File: config.mk
export PLATFORM = sky130hd
export DESIGN_NAME = distance_pair_scheduler
export DESIGN_NICKNAME = d
export VERILOG_FILES = /design/src/rtl/distcalc_pkg.sv /design/src/rtl/distance_pair_scheduler_distcalc.sv /design/src/rtl/distance_pair_scheduler.sv
export SDC_FILE = /design/constraint.sdc
export NUM_CORES = 1
export LEC_CHECK = 0
export ABC_AREA = 1
export BUFFER_PORTS_ARGS = -buffer_cell sky130_fd_sc_hd__buf_4
export CAP_MARGIN = 20
export CORE_UTILIZATION = 65
export CTS_CLUSTER_SIZE = 25
export DETAILED_ROUTE_END_ITERATION = 10
export PLACE_DENSITY = 0.83
export SYNTH_ARGS = -nofsm -noshare
export SYNTH_HDL_FRONTEND = slang
export SYNTH_HIERARCHICAL = 1
export SYNTH_SLANG_ARGS = --single-unit
File: constraint.sdc
create_clock -name clk -period 86 [get_ports clk]
set_clock_uncertainty 0.1 [all_clocks]
set_input_delay 12.9 -clock clk [delete_from_list [all_inputs] [get_ports clk]]
set_output_delay 12.9 -clock clk [all_outputs]
set_load 0.02 [all_outputs]
File: src/rtl/distcalc_pkg.sv
// -----------------------------------------------------------------------------
// distcalc_pkg
// Shared definitions for the distance pair scheduler and the redundancy table
// builder that will consume its output.
//   - DEF_WORD_WIDTH / DEF_DIST_WIDTH : default widths of config words and dr
//   - sched_state_e                   : scheduler FSM encoding
//   - cfg_is_legal()                  : window/stride legality rule
// -----------------------------------------------------------------------------
package distcalc_pkg;

  localparam int DEF_WORD_WIDTH = 8;
  localparam int DEF_DIST_WIDTH = 7;

  typedef enum logic [1:0] {
    ST_IDLE = 2'd0,
    ST_RUN  = 2'd1,
    ST_DONE = 2'd2
  } sched_state_e;

  // A configuration is usable when the window has at least two taps per side,
  // the stride is non-zero, the window fits inside the output map and every
  // kernel index 0..fw*fw-1 is representable in word_width bits.
  // Arguments are zero-extended config words so one function serves any
  // word width up to 32 bits.
  function automatic logic cfg_is_legal(
    input logic [31:0] ow,
    input logic [31:0] fw,
    input logic [31:0] st,
    input int          word_width
  );
    logic [63:0] taps;
    logic [63:0] index_space;
    taps        = 64'(fw) * 64'(fw);
    index_space = 64'd1 << word_width;
    return !((fw < 32'd2) || (st == 32'd0) || (fw > ow) || (taps > index_space));
  endfunction

endpackage

File: src/rtl/distance_pair_scheduler_distcalc.sv
// -----------------------------------------------------------------------------
// DistanceCalculator
// Purely combinational distance between two kernel indices of an fw x fw
// window placed on an ow-wide output map with stride st:
//   dr = ((ow-fw)*(idx2/fw - idx1/fw) + (idx2-idx1)) / st
// Result is truncated to DIST_WIDTH bits.
// Ports:
//   ow_i, fw_i, st_i  : window configuration (WORD_WIDTH)
//   idx1_i, idx2_i    : kernel indices, idx2_i expected above idx1_i
//   dr_o              : distance (DIST_WIDTH)
//   except_o          : configuration or index ordering is unusable
// -----------------------------------------------------------------------------
module DistanceCalculator #(
  parameter int WORD_WIDTH = 8,
  parameter int DIST_WIDTH = 7
) (
  input  logic [WORD_WIDTH-1:0] ow_i,
  input  logic [WORD_WIDTH-1:0] fw_i,
  input  logic [WORD_WIDTH-1:0] st_i,
  input  logic [WORD_WIDTH-1:0] idx1_i,
  input  logic [WORD_WIDTH-1:0] idx2_i,
  output logic [DIST_WIDTH-1:0] dr_o,
  output logic                  except_o
);

  // Product of two words plus one word needs one extra bit of headroom.
  localparam int PW = 2 * WORD_WIDTH + 1;

  logic [WORD_WIDTH-1:0] row1;
  logic [WORD_WIDTH-1:0] row2;
  logic [WORD_WIDTH-1:0] row_delta;
  logic [WORD_WIDTH-1:0] col_span;
  logic [WORD_WIDTH-1:0] idx_delta;
  logic [PW-1:0]         numer;

  always_comb begin
    except_o = (fw_i == '0) || (st_i == '0) || (fw_i > ow_i) || (idx2_i <= idx1_i);

    // Divisions are guarded so an unusable config never divides by zero.
    row1 = '0;
    row2 = '0;
    if (fw_i != '0) begin
      row1 = idx1_i / fw_i;
      row2 = idx2_i / fw_i;
    end

    row_delta = row2 - row1;
    col_span  = ow_i - fw_i;
    idx_delta = idx2_i - idx1_i;
    numer     = PW'(col_span) * PW'(row_delta) + PW'(idx_delta);

    dr_o = '0;
    if (st_i != '0) begin
      dr_o = DIST_WIDTH'(numer / PW'(st_i));
    end
  end

endmodule

File: src/rtl/distance_pair_scheduler.sv
// -----------------------------------------------------------------------------
// distance_pair_scheduler
// Walks every unordered kernel-index pair (idx1 < idx2) of an fw x fw window,
// idx1 outer and idx2 inner, and streams (idx1, idx2, dr) one pair per cycle
// over a valid/ready interface.
// Ports:
//   clk, reset               : clock, synchronous active-high reset
//   start                    : begin a scan (only honoured in IDLE)
//   cfg_ow, cfg_fw, cfg_st   : configuration, latched on an accepted start
//   abort                    : drop the scan, return to IDLE without done
//   busy                     : scan in progress (RUN or DONE)
//   cfg_err                  : one-cycle pulse for a start with illegal config
//   out_valid / out_ready    : pair stream handshake
//   out_idx1, out_idx2       : pair indices, out_idx2 > out_idx1
//   out_dr                   : distance of the presented pair
//   out_last                 : presented pair is the final (K-2, K-1)
//   done                     : one-cycle pulse after the final pair is taken
// -----------------------------------------------------------------------------
module distance_pair_scheduler
  import distcalc_pkg::*;
#(
  parameter int WORD_WIDTH = DEF_WORD_WIDTH,
  parameter int DIST_WIDTH = DEF_DIST_WIDTH
) (
  input  logic                  clk,
  input  logic                  reset,
  input  logic                  start,
  input  logic [WORD_WIDTH-1:0] cfg_ow,
  input  logic [WORD_WIDTH-1:0] cfg_fw,
  input  logic [WORD_WIDTH-1:0] cfg_st,
  input  logic                  abort,
  output logic                  busy,
  output logic                  cfg_err,
  output logic                  out_valid,
  input  logic                  out_ready,
  output logic [WORD_WIDTH-1:0] out_idx1,
  output logic [WORD_WIDTH-1:0] out_idx2,
  output logic [DIST_WIDTH-1:0] out_dr,
  output logic                  out_last,
  output logic                  done
);

  sched_state_e state_q, state_d;

  logic [WORD_WIDTH-1:0] ow_q,   ow_d;
  logic [WORD_WIDTH-1:0] fw_q,   fw_d;
  logic [WORD_WIDTH-1:0] st_q,   st_d;
  logic [WORD_WIDTH-1:0] kmax_q, kmax_d;   // K-1, the largest kernel index
  logic [WORD_WIDTH-1:0] idx1_q, idx1_d;
  logic [WORD_WIDTH-1:0] idx2_q, idx2_d;
  logic [DIST_WIDTH-1:0] dr_q,   dr_d;
  logic                  last_q, last_d;
  logic                  cfg_err_q, cfg_err_d;

  // Next-pair mux and the calculator operands it drives.
  logic                  cfg_legal;
  logic [WORD_WIDTH-1:0] cfg_kmax;
  logic [WORD_WIDTH-1:0] nxt_idx1;
  logic [WORD_WIDTH-1:0] nxt_idx2;
  logic [WORD_WIDTH-1:0] nxt_kmax;
  logic                  nxt_last;
  logic [WORD_WIDTH-1:0] calc_ow;
  logic [WORD_WIDTH-1:0] calc_fw;
  logic [WORD_WIDTH-1:0] calc_st;
  logic [DIST_WIDTH-1:0] calc_dr;

  assign cfg_legal = cfg_is_legal(32'(cfg_ow), 32'(cfg_fw), 32'(cfg_st), WORD_WIDTH);

  // fw*fw may equal 2^WORD_WIDTH exactly; the wrap to zero followed by the
  // decrement still lands on the correct K-1.
  assign cfg_kmax = cfg_fw * cfg_fw - WORD_WIDTH'(1);

  // In IDLE the calculator sees the incoming config so pair (0,1) and its
  // distance can be loaded on the same edge that accepts start. In RUN it
  // sees the latched config and the successor of the presented pair.
  always_comb begin
    calc_ow  = ow_q;
    calc_fw  = fw_q;
    calc_st  = st_q;
    nxt_kmax = kmax_q;
    nxt_idx1 = idx1_q;
    nxt_idx2 = idx2_q + WORD_WIDTH'(1);

    if (state_q == ST_IDLE) begin
      calc_ow  = cfg_ow;
      calc_fw  = cfg_fw;
      calc_st  = cfg_st;
      nxt_kmax = cfg_kmax;
      nxt_idx1 = '0;
      nxt_idx2 = WORD_WIDTH'(1);
    end else if (idx2_q == kmax_q) begin
      // Row of the pair triangle exhausted: advance idx1, restart idx2 above it.
      nxt_idx1 = idx1_q + WORD_WIDTH'(1);
      nxt_idx2 = idx1_q + WORD_WIDTH'(2);
    end

    nxt_last = (nxt_idx2 == nxt_kmax) && (nxt_idx1 == nxt_kmax - WORD_WIDTH'(1));
  end

  DistanceCalculator #(
    .WORD_WIDTH (WORD_WIDTH),
    .DIST_WIDTH (DIST_WIDTH)
  ) u_distcalc (
    .ow_i     (calc_ow),
    .fw_i     (calc_fw),
    .st_i     (calc_st),
    .idx1_i   (nxt_idx1),
    .idx2_i   (nxt_idx2),
    .dr_o     (calc_dr),
    .except_o ()            // legality is already screened at start
  );

  // Next-state and register-update logic.
  always_comb begin
    state_d   = state_q;
    ow_d      = ow_q;
    fw_d      = fw_q;
    st_d      = st_q;
    kmax_d    = kmax_q;
    idx1_d    = idx1_q;
    idx2_d    = idx2_q;
    dr_d      = dr_q;
    last_d    = last_q;
    cfg_err_d = 1'b0;

    unique case (state_q)
      ST_IDLE: begin
        if (start) begin
          if (cfg_legal) begin
            state_d = ST_RUN;
            ow_d    = cfg_ow;
            fw_d    = cfg_fw;
            st_d    = cfg_st;
            kmax_d  = cfg_kmax;
            idx1_d  = nxt_idx1;
            idx2_d  = nxt_idx2;
            dr_d    = calc_dr;
            last_d  = nxt_last;
          end else begin
            cfg_err_d = 1'b1;
          end
        end
      end

      ST_RUN: begin
        // abort wins over a handshake in the same cycle.
        if (abort) begin
          state_d = ST_IDLE;
          last_d  = 1'b0;
        end else if (out_ready) begin
          if (last_q) begin
            state_d = ST_DONE;
            last_d  = 1'b0;
          end else begin
            idx1_d = nxt_idx1;
            idx2_d = nxt_idx2;
            dr_d   = calc_dr;
            last_d = nxt_last;
          end
        end
      end

      ST_DONE: begin
        state_d = ST_IDLE;
      end

      default: begin
        state_d = ST_IDLE;
      end
    endcase
  end

  always_ff @(posedge clk) begin
    if (reset) begin
      state_q   <= ST_IDLE;
      ow_q      <= '0;
      fw_q      <= '0;
      st_q      <= '0;
      kmax_q    <= '0;
      idx1_q    <= '0;
      idx2_q    <= '0;
      dr_q      <= '0;
      last_q    <= 1'b0;
      cfg_err_q <= 1'b0;
    end else begin
      state_q   <= state_d;
      ow_q      <= ow_d;
      fw_q      <= fw_d;
      st_q      <= st_d;
      kmax_q    <= kmax_d;
      idx1_q    <= idx1_d;
      idx2_q    <= idx2_d;
      dr_q      <= dr_d;
      last_q    <= last_d;
      cfg_err_q <= cfg_err_d;
    end
  end

  assign busy      = (state_q == ST_RUN) || (state_q == ST_DONE);
  assign out_valid = (state_q == ST_RUN);
  assign done      = (state_q == ST_DONE);
  assign cfg_err   = cfg_err_q;
  assign out_idx1  = idx1_q;
  assign out_idx2  = idx2_q;
  assign out_dr    = dr_q;
  assign out_last  = last_q && (state_q == ST_RUN);

endmodule

# Word-level counts from Yosys, hierarchy flattened
# Index checks and enable logic that the tools add are counted.
[op_classes]
addsub = 9
n_reduce_logical = 16
div_mod_pow = 3
eq_ne = 12
bitwise_logic = 3
n_mul = 3
order_cmp = 3
mux = 42
[op_table]
columns = ["op", "count"]
rows = [
  ["two-way mux 8 bit", 20],
  ["two-way mux 7 bit", 6],
  ["multiplier 8 x 8 -> 16 bit", 2],
  ["one-hot mux 8 bit (2 select lines)", 2],
  ["equality test 8 bit", 3],
  ["subtractor 8 bit", 3],
  ["adder 16 x 8 -> 17 bit", 1],
  ["divider 17 x 8 -> 17 bit", 1],
  ["adder 8 x 1 -> 8 bit (second input constant)", 2],
  ["divider 8 x 8 -> 8 bit", 2],
  ["> comparator 16 x 9 -> 1 bit (second input constant)", 1],
  ["nonzero test 8 bit", 2],
  ["subtractor 8 x 1 -> 8 bit (second input constant)", 2],
  ["one-hot mux 7 bit (2 select lines)", 1],
  ["two-way mux 2 bit", 5],
  ["adder 8 x 2 -> 8 bit (second input constant)", 1],
  ["> comparator 8 bit", 1],
  ["logical NOT 8 bit", 1],
  ["< comparator 8 x 2 -> 1 bit (second input constant)", 1],
  ["multiplier 8 x 8 -> 8 bit", 1],
  ["!= test 2 bit (second input constant)", 4],
  ["AND reduction 4 bit", 2],
  ["two-way mux 1 bit", 6],
  ["!= test 3 x 2 -> 1 bit (second input constant)", 2],
  ["other kinds (13)", 19],
]
[totals]
out_inout_bits = 28
reg_bits = 59
inputBits = 29
wordCells = 101

# Longest topological paths before layout
# Gate-level depths: netlist (run 1).
[logic_depth]
depth_word = 14
mapped_depth = 343
depth_no_buf = 328

# By module
# Netlist (run 1), hierarchy kept.
[modules_own_cells]
columns = ["mod", "cells_per_inst", "area_each_um2", "seq_area_each_um2", "instances"]
rows = [
  ["DistanceCalculator", 1971, 12346.8, 0.0, 1],
  ["distance_pair_scheduler", 1185, 7165.6, 1161.1, 1],
]

# Least setup slack after synthesis (run 1)
# OpenSTA, ideal clock, no wires.
[synth_timing]
kind = "input port to flip-flop"
startpoint = "input cfg_fw[7]"
endpoint = "register dr_q[0] (netlist: out_dr[0])"
arrival_time_ns = 54.718
path_slack_ns = 31.049
setup_time_ns = 0.132
stages = 320
n_path_buf = 13
t_required_ns = 85.768
cell_sequence = "buf_2 -> nand2_1 -> o21ai_0 -> nor2_1 -> inv_1 -> nor2_1 -> inv_1 -> nor2_1 -> inv_1 -> nor2_1 -> inv_1 -> nor2_1 -> inv_1 -> nor2_1 -> o21ai_0 -> o21ai_0 -> ha_1 -> o21a_1 -> [... 284 more ...] -> inv_2 -> buf_2 -> nand2_1 -> o21ai_1 -> ha_1 -> a21boi_0 -> o21a_1 -> o21a_1 -> o21a_1 -> o21a_1 -> o21ai_0 -> nand2_1 -> a21oi_1 -> nand4_1 -> nor2_1 -> a21oi_1 -> nand3_1 -> a21oi_1"
[synth_via]
elab_chain_len = 12
word_cells_on_any_way = 27
classes_between = "add/sub (3); mul (2); div (3); order compare (3); eq/ne (1); mux (10); reduce/logical (5)"
[synth_rtl]
columns = ["element", "line_no", "source"]
rows = [
  ["start: declaration", "distance_pair_scheduler.sv:29", "input logic [WORD_WIDTH-1:0] cfg_fw,"],
  ["two-way mux 8 bit (*)", "distance_pair_scheduler.sv:84", "if (state_q == ST_IDLE) begin"],
  ["named net calc_fw[7]", "distance_pair_scheduler.sv:63", "logic [WORD_WIDTH-1:0] calc_fw;"],
  ["divider 8 x 8 -> 8 bit, or another cell as far along", "distance_pair_scheduler_distcalc.sv:44", "row2 = idx2_i / fw_i;"],
  ["two-way mux 8 bit", "distance_pair_scheduler_distcalc.sv:42", "if (fw_i != '0) begin"],
  ["subtractor 8 bit", "distance_pair_scheduler_distcalc.sv:47", "row_delta = row2 - row1;"],
  ["multiplier 8 x 8 -> 16 bit (*)", "distance_pair_scheduler_distcalc.sv:50", "numer = PW'(col_span) * PW'(row_delta) + PW'(idx_delta);"],
  ["adder 16 x 8 -> 17 bit (*)", "distance_pair_scheduler_distcalc.sv:50", ""],
  ["divider 17 x 8 -> 17 bit (*)", "distance_pair_scheduler_distcalc.sv:54", "dr_o = DIST_WIDTH'(numer / PW'(st_i));"],
  ["two-way mux 7 bit (*)", "distance_pair_scheduler_distcalc.sv:53", "if (st_i != '0) begin"],
  ["named net calc_dr[0]", "distance_pair_scheduler.sv:65", "logic [DIST_WIDTH-1:0] calc_dr;"],
  ["two-way mux 7 bit", "distance_pair_scheduler.sv:151", "if (last_q) begin"],
  ["two-way mux 7 bit", "distance_pair_scheduler.sv:150", "end else if (out_ready) begin"],
  ["two-way mux 7 bit", "distance_pair_scheduler.sv:147", "if (abort) begin"],
  ["one-hot mux 7 bit (2 select lines) (*)", "distance_pair_scheduler.sv:126", "unique case (state_q)"],
  ["end signal: assignment", "distance_pair_scheduler.sv:193", "dr_q <= dr_d;"],
  ["end: declaration", "distance_pair_scheduler.sv:51", "logic [DIST_WIDTH-1:0] dr_q, dr_d;"],
]
# The timed path passes the listed nets; every way through them passes the cells marked *. The select of a mux whose other input is x is not followed.
# A chain may end at the register's enable or synchronous reset.

# Final worst setup path (run 1)
# Same ends and word-level chain as after synthesis.

==> results of run 1 <==
## metrics by stage
step	hold WS [ns]	setup slack (ns)	std cells
after global routing	0.383	20.11	3543
final	0.367	25.55	3543
after detailed placement	0.354	25.54	3526
after global placement	0.353	27.88	3526
after CTS	0.369	25.73	3542
after floorplan	0.339	31.05	3147
## state kept, by name, indices dropped and copies added (netlist names)
signal	count
out_dr	7
state_q	2
fw_q	8
out_idx2	8
cfg_err	1
last_q	1
out_idx1	8
kmax_q	7
st_q	8
ow_q	8
## routing by layer
metal | up-vias | global-route usage | share of wire
li1 | 9937 | - | -
met1 | 8931 | 0.385 | 0.42
met2 | 559 | 0.608 | 0.49
met3 | 126 | 0.0346 | 0.056
met4 | 0 | 0.129 | 0.032
met5 | - | 0 | 0
## tightest hold or removal path: stages (launching register included)
cell	delay, ns
dfxtp_1	0.31
nand2_1	0.06
a21oi_1	0.05
## worst paths after layout
kind	from	end
worst max-delay path	cfg_fw[7]	out_dr[0]$_SDFFE_PP0P_
worst min register to register	out_dr[6]$_SDFFE_PP0P_	out_dr[6]$_SDFFE_PP0P_
worst min-delay path	out_dr[6]$_SDFFE_PP0P_	out_dr[6]$_SDFFE_PP0P_
worst max register to register	out_idx2[0]$_SDFFE_PP0P_	out_dr[0]$_SDFFE_PP0P_
## area by class of cell
type / instances / area, um^2 / share of cell area
clock buffers: 11 / 233 / 0.0114
clock inverters: 5 / 103 / 0.00503
inverters: 629 / 2370 / 0.116
multi-input cells: 2390 / 15600 / 0.763
flip-flops and latches: 58 / 1160 / 0.0569
well taps: 384 / 480 / 0.0235
repair buffers: 66 / 493 / 0.0241
==> metrics.csv, run 1 <==
metric,value,unit
rsz0062_at_grt,no,
synth_nets,3564,
post-route-util,0.702,
drive_gt1_frac,0.0731,
grt_start_max_net_pins,64,
cp_max_fo,14,
crit_cells,312,
routedWlPerCell,14.1,um
grt_first_pass_wirelength,84700,um
critPathTopFamily,compound AO/OA/AOI/OAI gates,
drt_iter0_markers,1145,
clk_pin_slew,0.06,ns
hp-class,flip-flop to flip-flop,
relSlewSlack,0.284,
die_h,175,um
worstPathRequired,86.10,ns
drv_slew,0,
synthToLayoutAreaGrowth,4.91,%
setup_tns,0,ns
stdcell_area,20400,um^2
dp_hpwl,41100,um
yosysWarnings,6,
fp-row-count,62,
synth_area_per_cell,6.18,um^2
cp_slowest_cell,fa_1,
dieArea,30600,um^2
wl,50000,um
cts_tree,built,
drt-pass1-iter-count,6,
syn_inst,3147,
clkSinkCount,58,
grt.total_usage,0.329,
cts.repair.resized,0,
startpoint_type,input port,
ant_nets,0,
worstSetupPathType,input port to flip-flop,
cts_setup_buffers,0,
period_needed,60.45,ns
syn_area,19500,um^2
gp_congestion,0.958,
layout_commonest_cell,nand2_1,
dpl-instance-area,20100,um^2
grt_pass1_vias,19200,
start_util,0.669,
final_cell_mix,"756 x nand2_1, 609 x inv_1, 306 x ha_1, 255 x nor2_1, 195 x nand3_1",
antenna_found_initial,0,
ioPinCount,57,
path_common_cell,nand2_1,
via_per_inst,5.52,
cp.arrival,60.56,ns
cts-htree-levels,3,
clockRootBuffer,clkbuf_16,
grt_overflow_total,0,
n_fill_cell,2584,
endpoint_kind,flip-flop,
finalHoldViolations,0,
min_period_over_period,0.703,
cts_hold_buf,0,
maxCapViolations,0,
max_freq,16.5,MHz
cp_num_buf_inv,51,
clock_latency,0.34,ns
rrSetupSlack,36.88,ns
io_buffers,56,
die_w,175,um
outcome,completed,
antenna_cells,0,
core_area,29100,um^2
vias,19600,
fin_nets,3571,
reg2reg_depth,308,
drc,0,
cts_buffer_depth,2,
cpPeakStageDelay,0.55,ns
setup_viol,0,
cts_buffers,9,
worstMarginPinSlew,1.07,ns
hold_depth,2,
Power of run 1 is not shown: default switching activity piles up to over one toggle a cycle in this logic, so the estimate is an artifact.
==> run 2: changes to the inputs <==
==> constraint.sdc (replaced) <==
create_clock -name clk -period 60.7 [get_ports clk]
set_clock_uncertainty 0.1 [all_clocks]
set_input_delay 9.105 -clock clk [delete_from_list [all_inputs] [get_ports clk]]
set_output_delay 9.105 -clock clk [all_outputs]
set_load 0.02 [all_outputs]
==> metrics.csv, run 2 (synthesis gave the netlist of run 1 again) <==
metric,value,unit,change
outcome,completed,,
cts-htree-levels,3,,unchanged
drt_iter0_markers,1193,,+4.2%
layout_commonest_cell,nand2_1,,
fin_ws,4.96,ns,-20.58 ns
grt.total_usage,0.332,,+0.00284
cp_max_fo,15,,+1
cts_buffer_depth,2,,unchanged
fin_cells,3554,,+0.31%
maxCapViolations,0,,unchanged
hp-class,flip-flop to flip-flop,,
cp_slowest_cell,xor2_1,,
cts_tree,built,,
max_freq,17.9,MHz,
clockRootBuffer,clkbuf_16,,
startpoint_type,input port,,
clkSinkCount,58,,unchanged
vias,19500,,-0.041%
io_buffers,56,,unchanged
grt_pass1_vias,19100,,-0.87%
die_h,175,um,unchanged
wl,50100,um,+0.15%
grt_first_pass_wirelength,85100,um,+0.51%
drv_slew,0,,unchanged
endpoint_kind,flip-flop,,
die_w,175,um,unchanged
setup_viol,0,,unchanged
dpl-instance-area,20100,um^2,about the same
path_common_cell,nand2_1,,
clk_pin_slew,0.06,ns,about the same
period_needed,55.74,ns,
worstSetupPathType,input port to flip-flop,,
dp_hpwl,40900,um,-0.35%
dp_slack,4.18,ns,-21.36 ns
fin_nets,3583,,+0.34%
cp.arrival,55.85,ns,-4.71 ns
clock_latency,0.34,ns,about the same
drc,0,,unchanged
placed_cells,3528,,+0.057%
drt-pass1-iter-count,6,,unchanged
min_period_over_period,0.918,,
start_util,0.669,,unchanged
ant_nets,0,,unchanged
grt_start_max_net_pins,64,,unchanged
finalHoldViolations,0,,unchanged
fp-row-count,62,,unchanged
cts_buffers,9,,unchanged
antenna_found_initial,1,,+1
n_fill_cell,2626,,+1.6%
worstPathRequired,60.81,ns,-25.29 ns
drive_gt1_frac,0.0782,,+0.00511
synthToLayoutAreaGrowth,5.35,%,
cpPeakStageDelay,0.57,ns,+0.02 ns
grt_overflow_total,0,,unchanged
stdcell_area,20500,um^2,+0.42%
dieArea,30600,um^2,unchanged
ioPinCount,57,,unchanged
worstMarginPinSlew,1.03,ns,-0.0423 ns
cts_hold_buf,0,,unchanged
final_cell_mix,"756 x nand2_1, 608 x inv_1, 306 x ha_1, 253 x nor2_1, 195 x nand3_1",,
routedWlPerCell,14.1,um,-0.16%
core_area,29100,um^2,unchanged
via_per_inst,5.50,,-0.35%
antenna_cells,0,,unchanged
relSlewSlack,0.313,,+0.0298
gp_congestion,0.960,,+0.24%
==> run 2: critical path: cells and delay by family <==
kind	cells	cell delay, ns
AO/OA/AOI/OAI	105	17.15
AND/OR/NAND/NOR	126	13.76
adder cells (fa/ha/maj)	30	9.87
buffers and inverters	56	5.32
XOR/XNOR	1	0.57
==> run 2: per-stage QoR <==
stage	utilization	hold WS [ns]	TNS, ns
detailed placement	0.691	0.356	0
CTS	0.701	0.366	0
global route	0.705	0.386	-0.0909
global placement	0.691	0.354	0
finish	0.705	0.362	0
floorplan	-	0.339	0
==> run 2: final timing paths <==
path | from | end | slack [ns] | cells after the start
min | out_dr[4]$_SDFFE_PP0P_ | out_dr[4]$_SDFFE_PP0P_ | 0.36 | 2
max | cfg_fw[7] | out_dr[0]$_SDFFE_PP0P_ | 4.96 | 318
max reg2reg | state_q[0]$_SDFFE_PP0P_ | out_dr[0]$_SDFFE_PP0P_ | 12.75 | 318
min reg2reg | out_dr[4]$_SDFFE_PP0P_ | out_dr[4]$_SDFFE_PP0P_ | 0.36 | 2
==> run 2: area by class of cell <==
type | count | area, um^2 | area share
clock buffer | 13 | 270 | 0.0132
clock inverter | 2 | 35.0 | 0.00171
inverter | 629 | 2370 | 0.116
multi-input combinational | 2390 | 15600 | 0.761
sequential | 58 | 1160 | 0.0566
tap | 384 | 480 | 0.0234
timing repair buffer | 77 | 579 | 0.0283
timing repair inverter | 1 | 5.00 | 0.000244
==> run 2: repair_timing <==
action                     4_1_cts  5_1_grt
buffers inserted                 0        8
setup endpoints to repair        0        1
resized for setup                0        7
==> run 2: metal layers <==
| layer | GRT usage | share of wire |
|---|---|---|
| met1 | 0.386 | 0.42 |
| met2 | 0.609 | 0.49 |
| met3 | 0.0450 | 0.057 |
| met4 | 0.131 | 0.035 |
| met5 | 0 | 0.00034 |
Power of run 2 is left out for the same reason.
==> run 3: changes to the inputs <==
--- a/config.mk
+++ b/config.mk
@@ -8,10 +8,12 @@
 export ABC_AREA = 1
 export BUFFER_PORTS_ARGS = -buffer_cell sky130_fd_sc_hd__buf_4
 export CAP_MARGIN = 20
-export CORE_UTILIZATION = 65
+export CELL_PAD_IN_SITES_DETAIL_PLACEMENT = 1
+export CELL_PAD_IN_SITES_GLOBAL_PLACEMENT = 2
+export CORE_UTILIZATION = 36
 export CTS_CLUSTER_SIZE = 25
 export DETAILED_ROUTE_END_ITERATION = 10
-export PLACE_DENSITY = 0.83
+export PLACE_DENSITY_LB_ADDON = 0.1
 export SYNTH_ARGS = -nofsm -noshare
 export SYNTH_HDL_FRONTEND = slang
 export SYNTH_HIERARCHICAL = 1
==> metrics.csv, run 3 (synthesis gave the netlist of run 1 again) <==
metric,value,unit,change
outcome,completed,,
wl,62200,um,+24%
grt_overflow_total,0,,unchanged
grt_start_max_net_pins,64,,unchanged
cts_buffers,9,,unchanged
min_period_over_period,0.914,,-0.00462
rrSetupSlack,12.99,ns,+0.24 ns
via_per_inst,5.03,,-8.5%
grt.total_usage,0.232,,-0.100
core_area,53000,um^2,+82%
gp_congestion,0.852,,-11%
relSlewSlack,0.341,,+0.0280
hold_depth,2,,unchanged
ioPinCount,57,,unchanged
hold_path_end,out_dr[3]$_SDFFE_PP0P_,,
clk_pin_slew,0.06,ns,about the same
clockRootBuffer,clkbuf_16,,
die_h,235,um,+34%
r2r_start,state_q[0]$_SDFFE_PP0P_,,
cp_slowest_cell,fa_1,,
layout_commonest_cell,nand2_1,,
cpPeakStageDelay,0.55,ns,-0.02 ns
final_cell_mix,"756 x nand2_1, 606 x inv_1, 306 x ha_1, 253 x nor2_1, 194 x nand3_1",,
regToRegEndpoint,out_dr[0]$_SDFFE_PP0P_,,
grt_first_pass_wirelength,103000,um,+21%
io_buffers,56,,unchanged
drt-pass1-iter-count,5,,-1
dp_hpwl,52300,um,+28%
cp.arrival,55.59,ns,-0.26 ns
worstMarginPinSlew,0.985,ns,-0.0433 ns
max_freq,18.0,MHz,+0.51%
maxCapViolations,0,,unchanged
finalHoldViolations,0,,unchanged
worstPathRequired,60.83,ns,+0.02 ns
dieArea,55000,um^2,+80%
ant_nets,0,,unchanged
setup_viol,0,,unchanged
antenna_found_initial,0,,-1
clock_latency,0.35,ns,about the same
cp_max_fo,14,,-1
fp-row-count,84,,+35%
worstSetupPathType,input port to flip-flop,,
critPathTopFamily,compound AO/OA/AOI/OAI gates,,
cts_tree,built,,
die_w,235,um,+34%
drv_slew,0,,unchanged
post-route-util,0.398,,-0.306
hp-class,flip-flop to flip-flop,,
grt_pass1_vias,21000,,+10%
period_needed,55.46,ns,-0.281 ns
cts-htree-levels,3,,unchanged
drt_iter0_markers,671,,-44%
endpoint_kind,flip-flop,,
path_common_cell,nand2_1,,
hp-start,out_dr[3]$_SDFFE_PP0P_,,
vias,19500,,-0.046%
drc,0,,unchanged
setup_tns,0,ns,unchanged
fin_nets,3607,,+0.67%
drive_gt1_frac,0.0877,,+0.00946
reg2reg_depth,316,,-0.63%
cp_num_buf_inv,56,,unchanged
start_util,0.367,,-0.302
cts_hold_buf,0,,unchanged
startpoint_type,input port,,
routedWlPerCell,16.0,um,+14%
synthToLayoutAreaGrowth,8.43,%,
cts_buffer_depth,2,,unchanged
clkSinkCount,58,,unchanged
==> run 3: cell types whose count changed in the layout (fill, tap and decap cells not counted), moves of 2 or more <==
cell        previous run  this run
o31ai_2                0         2
clkinvlp_4             1         5
clkbuf_8               3         1
o21ai_1               20        25
o31ai_1               11         9
o21ai_0              179       173
inv_1                608       606
buf_4                 75       100
==> run 3: worst max-delay path by stage <==
stage	start	to	slack, ns	depth (start not counted)
6_report	cfg_fw[7]	out_dr[0]$_SDFFE_PP0P_	5.24	315
4_1_cts	cfg_fw[7]	out_dr[0]$_SDFFE_PP0P_	2.39	312
3_5_place_dp	cfg_fw[7]	out_dr[0]$_SDFFE_PP0P_	2.16	313
2_1_floorplan	cfg_fw[7]	out_dr[0]$_SDFFE_PP0P_	9.55	320
3_3_place_gp	cfg_fw[7]	out_dr[0]$_SDFFE_PP0P_	3.70	310
5_1_grt	cfg_fw[7]	out_dr[0]$_SDFFE_PP0P_	-0.13	318
==> run 3: routing by layer <==
metal,up-vias,share of wire,GRT usage,wire length (um)
met5,-,0,0,0
met2,128,0.52,0.441,32100
met4,0,0.022,0.0619,1370
li1,9996,-,-,-
met3,73,0.012,0.0157,769
met1,9339,0.45,0.277,28000
==> run 3: area by class of cell <==
cell class,count,area [um^2]
inverters,629,2380
clock buffers,11,243
clock inverters,3,17.5
well taps,688,861
fillers,7117,31900
multi-input cells,2390,15700
flip-flops and latches,58,1160
repair buffers,102,776
diodes,1,2.50
==> run 3: repair_timing <==
action | 4_1_cts | 5_1_grt
setup buffers | 0 | 28
resized for setup | 0 | 26
setup endpoints to repair | 0 | 2
==> run 3: worst min-delay path, delay by kind of cell, from the launching register on <==
kind	cells	cell delay [ns]
AOI/OAI and AO/OA	1	0.05
DFF	1	0.31
and+or+nand+nor	1	0.06
==> run 3: metrics by stage <==
| stage | instance area [um^2] | setup WS, ns | hold slack (ns) | std cells |
|---|---|---|---|---|
| final | 21100 | 5.24 | 0.364 | 3882 |
| after global routing | 21100 | -0.128 | 0.391 | 3881 |
| after global placement | 20500 | 3.70 | 0.349 | 3838 |
| after CTS | 20800 | 2.39 | 0.372 | 3853 |
| after floorplan | 19500 | 9.55 | 0.339 | 3147 |
| after detailed placement | 20500 | 2.16 | 0.361 | 3839 |
Power of run 3 is left out for the same reason.
